## src/rtl/twos_to_sign_mag_if.sv

```systemverilog
// Handshake bundle for the two's-complement to sign-magnitude decoder.
// The slave modport is the decoder's view; the master modport is the producer/consumer view.
interface twos_to_sign_mag_if #(parameter int WIDTH = 4);
  logic [WIDTH-1:0] A;
  logic             in_valid;
  logic             in_ready;
  logic             sign;
  logic [WIDTH-1:0] mag;
  logic             out_valid;
  logic             out_ready;

  modport slave (
    input  A, in_valid, out_ready,
    output in_ready, sign, mag, out_valid
  );

  modport master (
    output A, in_valid, out_ready,
    input  in_ready, sign, mag, out_valid
  );
endinterface

```

## src/rtl/twos_to_sign_mag.sv

```systemverilog
// Bit-serial two's-complement to sign-magnitude decoder, LSB first, WIDTH cycles per word.
// Define TWOS_TO_SIGN_MAG_SAT_EN to clamp the most negative input to magnitude 2^(WIDTH-1)-1.
module twos_to_sign_mag #(
  parameter int WIDTH = 4
) (
  input  logic               clk,
  input  logic               rst_n,
  twos_to_sign_mag_if.slave  bus
);
  localparam int CNT_W = $clog2(WIDTH) + 1;
`ifdef TWOS_TO_SIGN_MAG_SAT_EN
  localparam logic [WIDTH-1:0] MOST_NEG = {1'b1, {(WIDTH-1){1'b0}}};
  localparam logic [WIDTH-1:0] SAT_MAG  = {1'b0, {(WIDTH-1){1'b1}}};
`endif

  typedef enum logic [1:0] {IDLE, SHIFT, DONE} state_t;

  state_t           state;
  state_t           next_state;
  logic [WIDTH-1:0] shreg;
  logic [WIDTH-1:0] mag_q;
  logic [WIDTH-1:0] mag_next;
  logic [CNT_W-1:0] cnt;
  logic             sign_q;
  logic             seen_one;
  logic             mag_bit;
  logic             last_bit;

  // Negation by "copy up to and including the first 1, then invert" applied only to negative words.
  always_comb begin
    mag_bit  = sign_q ? (shreg[0] ^ seen_one) : shreg[0];
    mag_next = {mag_bit, mag_q[WIDTH-1:1]};
    last_bit = (cnt == CNT_W'(WIDTH - 1));
  end

  always_comb begin
    next_state = state;
    case (state)
      IDLE:    if (bus.in_valid)  next_state = SHIFT;
      SHIFT:   if (last_bit)      next_state = DONE;
      DONE:    if (bus.out_ready) next_state = IDLE;
      default:                    next_state = IDLE;
    endcase
  end

  always_ff @(posedge clk or negedge rst_n) begin
    if (!rst_n) begin
      state    <= IDLE;
      shreg    <= '0;
      mag_q    <= '0;
      cnt      <= '0;
      sign_q   <= 1'b0;
      seen_one <= 1'b0;
    end else begin
      state <= next_state;
      case (state)
        IDLE: begin
          if (bus.in_valid) begin
            shreg    <= bus.A;
            sign_q   <= bus.A[WIDTH-1];
            seen_one <= 1'b0;
            cnt      <= '0;
          end
        end
        SHIFT: begin
          shreg    <= shreg >> 1;
          seen_one <= seen_one | shreg[0];
          cnt      <= cnt + CNT_W'(1);
          mag_q    <= mag_next;
`ifdef TWOS_TO_SIGN_MAG_SAT_EN
          // Only -2^(WIDTH-1) decodes to a negative word whose magnitude is MSB-only.
          if (last_bit && sign_q && (mag_next == MOST_NEG))
            mag_q <= SAT_MAG;
`endif
        end
        default: ;
      endcase
    end
  end

  assign bus.in_ready  = (state == IDLE);
  assign bus.out_valid = (state == DONE);
  assign bus.sign      = sign_q;
  assign bus.mag       = mag_q;
endmodule

```

## src/flat_wrapper.sv

```systemverilog
// flat-port wrapper written by rule: the top's interface ports become plain ports
module twos_to_sign_mag_flat 
#(
  parameter int WIDTH = 4
)
  (clk, rst_n, bus_A, bus_in_valid, bus_out_ready, bus_in_ready, bus_sign, bus_mag, bus_out_valid);
  twos_to_sign_mag_if #(.WIDTH(WIDTH)) bus_i ();
  input  logic clk;
  input  logic rst_n;
  input wire logic [$bits(bus_i.A)-1:0] bus_A;
  input wire logic [$bits(bus_i.in_valid)-1:0] bus_in_valid;
  input wire logic [$bits(bus_i.out_ready)-1:0] bus_out_ready;
  output wire logic [$bits(bus_i.in_ready)-1:0] bus_in_ready;
  output wire logic [$bits(bus_i.sign)-1:0] bus_sign;
  output wire logic [$bits(bus_i.mag)-1:0] bus_mag;
  output wire logic [$bits(bus_i.out_valid)-1:0] bus_out_valid;
  assign bus_i.A = bus_A;
  assign bus_i.in_valid = bus_in_valid;
  assign bus_i.out_ready = bus_out_ready;
  assign bus_in_ready = bus_i.in_ready;
  assign bus_sign = bus_i.sign;
  assign bus_mag = bus_i.mag;
  assign bus_out_valid = bus_i.out_valid;
  twos_to_sign_mag #(.WIDTH(WIDTH)) u_core (.clk(clk), .rst_n(rst_n), .bus(bus_i));
endmodule
```

## config.mk

```make
export PLATFORM = sky130hd
export DESIGN_NAME = twos_to_sign_mag_flat
export DESIGN_NICKNAME = d
export VERILOG_FILES = /design/src/rtl/twos_to_sign_mag_if.sv /design/src/rtl/twos_to_sign_mag.sv /design/src/flat_wrapper.sv
export SDC_FILE = /design/constraint.sdc
export NUM_CORES = 1
export LEC_CHECK = 0
export ABC_AREA = 1
export BUFFER_PORTS_ARGS = -buffer_cell sky130_fd_sc_hd__clkbuf_2
export CORE_MARGIN = 1
export CORE_UTILIZATION = 42
export DETAILED_ROUTE_END_ITERATION = 8
export PLACE_DENSITY = 0.68
export SYNTH_ARGS = -nofsm -noshare
export SYNTH_HDL_FRONTEND = slang
export SYNTH_SLANG_ARGS = --single-unit
```

## constraint.sdc

```tcl
create_clock -name clk -period 2.58 [get_ports clk]
set_clock_uncertainty 0.15 [all_clocks]
set_input_delay 0.516 -clock clk [delete_from_list [all_inputs] [get_ports clk]]
set_output_delay 0.516 -clock clk [all_outputs]
set_load 0.005 [all_outputs]
```

### Yosys cells after proc, flatten, opt, wreduce, memory -nomap -nowiden

Index checks and enable logic that the tools add are counted.

| storage, ports and cells | value |
|---|---|
| register bits after elaboration | 15 |
| bits of input ports | 8 |
| output and inout bits | 7 |
| logic and storage cells | 31 |

| operators by class | value |
|---|---|
| $add $sub $neg | 1 |
| equal/unequal tests | 6 |
| multiplexer cells | 11 |
| bitwise gates (word level) | 2 |
| reductions and logical operators | 5 |

Operators by type and width:

| kind | number |
|---|---|
| 4-bit case mux with 2 select lines | 1 |
| 2-bit two-way mux | 3 |
| 2-bit case mux with 3 select lines | 1 |
| 3-bit case mux with 2 select lines | 1 |
| 4-bit two-way mux | 1 |
| 2-bit != test (second input constant) | 2 |
| 2-bit AND reduction | 2 |
| 3-bit by 1-bit adder with 3-bit output (second input constant) | 1 |
| 3-bit by 2-bit equality test with 1-bit output (second input constant) | 1 |
| 3-bit two-way mux | 1 |
| 3-bit AND reduction | 1 |
| 2-bit by 1-bit equality test with 1-bit output (second input constant) | 1 |
| 2-bit equality test (second input constant) | 1 |
| 2-bit zero test | 1 |
| 1-bit two-way mux | 2 |
| 2-bit by 1-bit != test with 1-bit output (second input constant) | 1 |
| 1-bit case mux with 2 select lines | 1 |
| 2-bit nonzero test | 1 |
| 1-bit bitwise OR | 1 |
| 1-bit bitwise XOR | 1 |

### Depth between registers and ports, before layout

| depth | value |
|---|---|
| depth in word-level cells | 3 |
| gate-level depth with buffers | 7 |
| gate-level depth less buffers | 6 |

### Worst setup path before layout

OpenSTA, ideal clock, no wires.

| timing path | value |
|---|---|
| kind | reg-to-output |
| from | register u_core.state[0] |
| to | output port bus_in_ready |
| arrival | 0.609 ns |
| data required time | 1.914 ns |
| path slack | 1.305 ns |
| stages on the path, launching flop included | 3 |
| buffers on the path | 1 |
| path through | dfrtp_1 -> buf_6 -> nor2_2 |

| between the ends | value |
|---|---|
| cells in the longest elaborated chain, start to end | 1 |

Ends and longest elaborated chain:

| item | line | RTL |
|---|---|---|
| start: declaration | twos_to_sign_mag.sv:18 | `state_t state;` |
| start signal: assignment | twos_to_sign_mag.sv:55 | `state <= next_state;` |
| 2-bit zero test | twos_to_sign_mag.sv:81 | `assign bus.in_ready = (state == IDLE);` |
| end: declaration | flat_wrapper.sv:13 | `output wire logic [$bits(bus_i.in_ready)-1:0] bus_in_ready;` |

No other way between the ends.

### Worst setup path in the final report

Same ends and word-level chain as after synthesis.

==> results by group <==
Setup path
  – Worst reg2reg path startpoint: u_core.state[0]
  – Crit-path leading delay family: flip-flops
  – Largest stage delay, worst path: 0.52 ns
  – Cell count along the critical path: 2
  – Worst R2R End: u_core.shreg[0]
  – CP arrival: 1.08 ns
  – Critical Path End Type: output port
  – Cell at the slowest stage of the critical path: dfrtp_1
  – Worst Setup Start Kind: flop
  – Critical Path End: bus_in_ready
  – Critical Path RT: 1.91 ns
  – CP cell instances: nor2_2 -> clkbuf_2
  – Worst path bufs/invs: 1
  – Critical Path Fanout Max: 8
  – Beginning of the critical path: u_core.state[0]
  – Register-to-register setup slack: 1.27 ns
  – Cell count of the worst reg-to-reg path: 4
  – Critical path class: reg2out

Timing
  – Fin crit share: 67.8%
  – Hold slack: 0.267 ns
  – Tmin final: 1.75 ns
  – Fmax: 571 MHz
  – Setup_tns: 0 ns
  – Fin worst setup slack: 0.830 ns
  – Hold Fails Final Rpt: 0
  – RSZ-0062 raised after global routing: no
  – Slew margin rel.: 75.2%
  – Final setup violating endpoints: 0
  – Slew @ Worst Pin: 0.372 ns
  – Final Max Slew Viols: 0

Logic synthesis
  – Top FF cell, synth: dfrtp_1
  – Post-synth top cells: 32 x nand2_1, 15 x dfrtp_1, 8 x o21ai_1, 5 x inv_1
  – Most frequent cell after synthesis: nand2_1
  – Post-synth EDFFs: 0
  – Mapped Cells: 79
  – Ys Warns: 0
  – Asr flop ratio synth: 100%
  – Ranking of synthesized cells by area: dfrtp_1 53%, nand2_1 17%, o21ai_1 5.7%
  – #FFs+latches synth: 15
  – Post-Syn Area: 703 um^2
  – Synth cell types: 15
  – Synth top area share: 53.4%
  – Post-synthesis sequential area ratio: 53.4%
  – Syn avg cell area: 8.90 um^2
  – Cell taking the most area after synthesis: dfrtp_1
  – Mapped Nets: 90

Flow run
  – Max Cap Violations: 0

CTS
  – Clk sinks: 15
  – Clock Pin Slew Worst Setup and Hold Paths: 0.09 ns
  – Clock Path Buffers: 2
  – TritonCTS clock tree: built
  – CTS resizes: 0
  – TritonCTS Buffers: 3
  – Clk_lat worst skew: 0.28 ns
  – CTS root buf: clkbuf_4
  – Max H-tree Level: 1

Routing
  – Iter 0 DRT Violations: 1
  – First drt pass iteration count: 2
  – Routed vias/inst: 4.79
  – M1 wire length: 629 um
  – Routed Wire Length: 1260 um
  – Routed WL per cell: 11.3 um
  – Post-route ant nets: 0
  – Met3 wire len: 35 um
  – Via count: 536
  – Metal2 WL: 566 um
  – DRC violations left: 0
  – Highest Signal Layer: met4

Power and ir drop
  – Power Density: 1190 nW/um^2
  – Leak Pwr: 0.437 nW
  – Total Power: 0.958 mW
  – Worst vdd ir: 521 uV

Placement
  – Placed inst area: 771 um^2
  – Post-DP HPWL: 923 um
  – DP Worst Slack: 1.14 ns
  – Port bufs: 14
  – Gpl congestion: 0.679
  – Placed Cells: 107

Global route
  – Total grt overflow: 0
  – First-pass GRT wire length: 2050 um
  – Number of global-route vias before repair: 466
  – Initial antenna violation count: 0
  – Largest net degree at the start of global routing: 16
  – Total GRT Usage: 15.8%

Final layout
  – Post-layout util: 52.4%
  – Area growth, synth to finish: 14.8%
  – Final instance area: 807 um^2
  – Antenna cell count: 0
  – Fin nets: 108
  – Share of cells above drive strength 1: 26.0%
  – Fillers: 142
  – Final std cells w/o fill: 112

Floorplan
  – Die Ht: 42.9 um
  – # rows: 14
  – Die area: 1840 um^2
  – Initial Utilization: 45.6%
  – Die W: 42.9 um
  – Io pins: 15
  – Core Region: 1540 um^2

Worst hold path
  – Worst Hold Class: in2reg

Outcome
  – Status: finished clean
## area by class of cell
| type | instances | area, um^2 | area share, % |
|---|---|---|---|
| Inverter | 8 | 30.0 | 3.72 |
| Clock buffer | 4 | 26.3 | 3.26 |
| Tap cell | 16 | 20.0 | 2.48 |
| Multi-Input combinational cell | 54 | 275 | 34.1 |
| Sequential cell | 15 | 375 | 46.5 |
| Timing Repair Buffer | 15 | 80.1 | 9.92 |
## logic make-up (layout without fill, tap and decap cells)
family / after synthesis / in the layout / share of synthesized area [%]
fa+ha+maj: 3 / 3 / 5.34
simple gates: 40 / 40 / 24.0
buf+inv: 10 / 27 / 7.47
compound gates: 11 / 11 / 9.79
flops: 15 / 15 / 53.4
## power by group
part | total (mW) | internal (mW) | switching (mW)
Clock | 0.135 | 0.0601 | 0.0745
Combinational | 0.401 | 0.158 | 0.243
Sequential | 0.422 | 0.337 | 0.0850
## cell usage in the layout, fill, tap and decap left out, types with 2 or more instances in the layout
| cell | count |
|---|---|
| inv_2 | 3 |
| nand2_2 | 2 |
| nand2_1 | 32 |
| inv_1 | 5 |
| ha_1 | 3 |
| clkbuf_4 | 3 |
| o21ai_1 | 8 |
| dfrtp_1 | 15 |
| clkbuf_2 | 14 |
| nand3_1 | 3 |
## state kept, by name, summed over array words and instances, names as in the netlist
register and cells:
u_core.cnt 3, u_core.state 2, u_core.seen_one 1, u_core.bus.sign 1, u_core.bus.mag 4, u_core.shreg 4
## how the worst min path moves through the flow
stage	startpoint	to	slack, ns	depth (start not counted)
3_3_place_gp	rst_n	u_core.bus.mag[2]	0.30	1
6_report	bus_out_ready	u_core.state[1]	0.27	2
2_1_floorplan	rst_n	u_core.bus.mag[0]	0.07	0
5_1_grt	bus_out_ready	u_core.state[1]	0.27	2
3_5_place_dp	rst_n	u_core.shreg[0]	0.31	1
4_1_cts	bus_out_ready	u_core.state[1]	0.28	2
## layer usage
layer | global-route usage, % | vias up
met2 | 23.6 | 9
met1 | 20.7 | 242
met4 | 9.38 | 0
li1 | - | 281
met5 | 0 | -
met3 | 3.83 | 4
## timing repair
item                                   in CTS  in global routing
endpoints found under the hold margin      15                  0
hold buffers                                1                  0
buffers inserted                            0                  0
No activity file was read; power rests on OpenSTA's default activity.
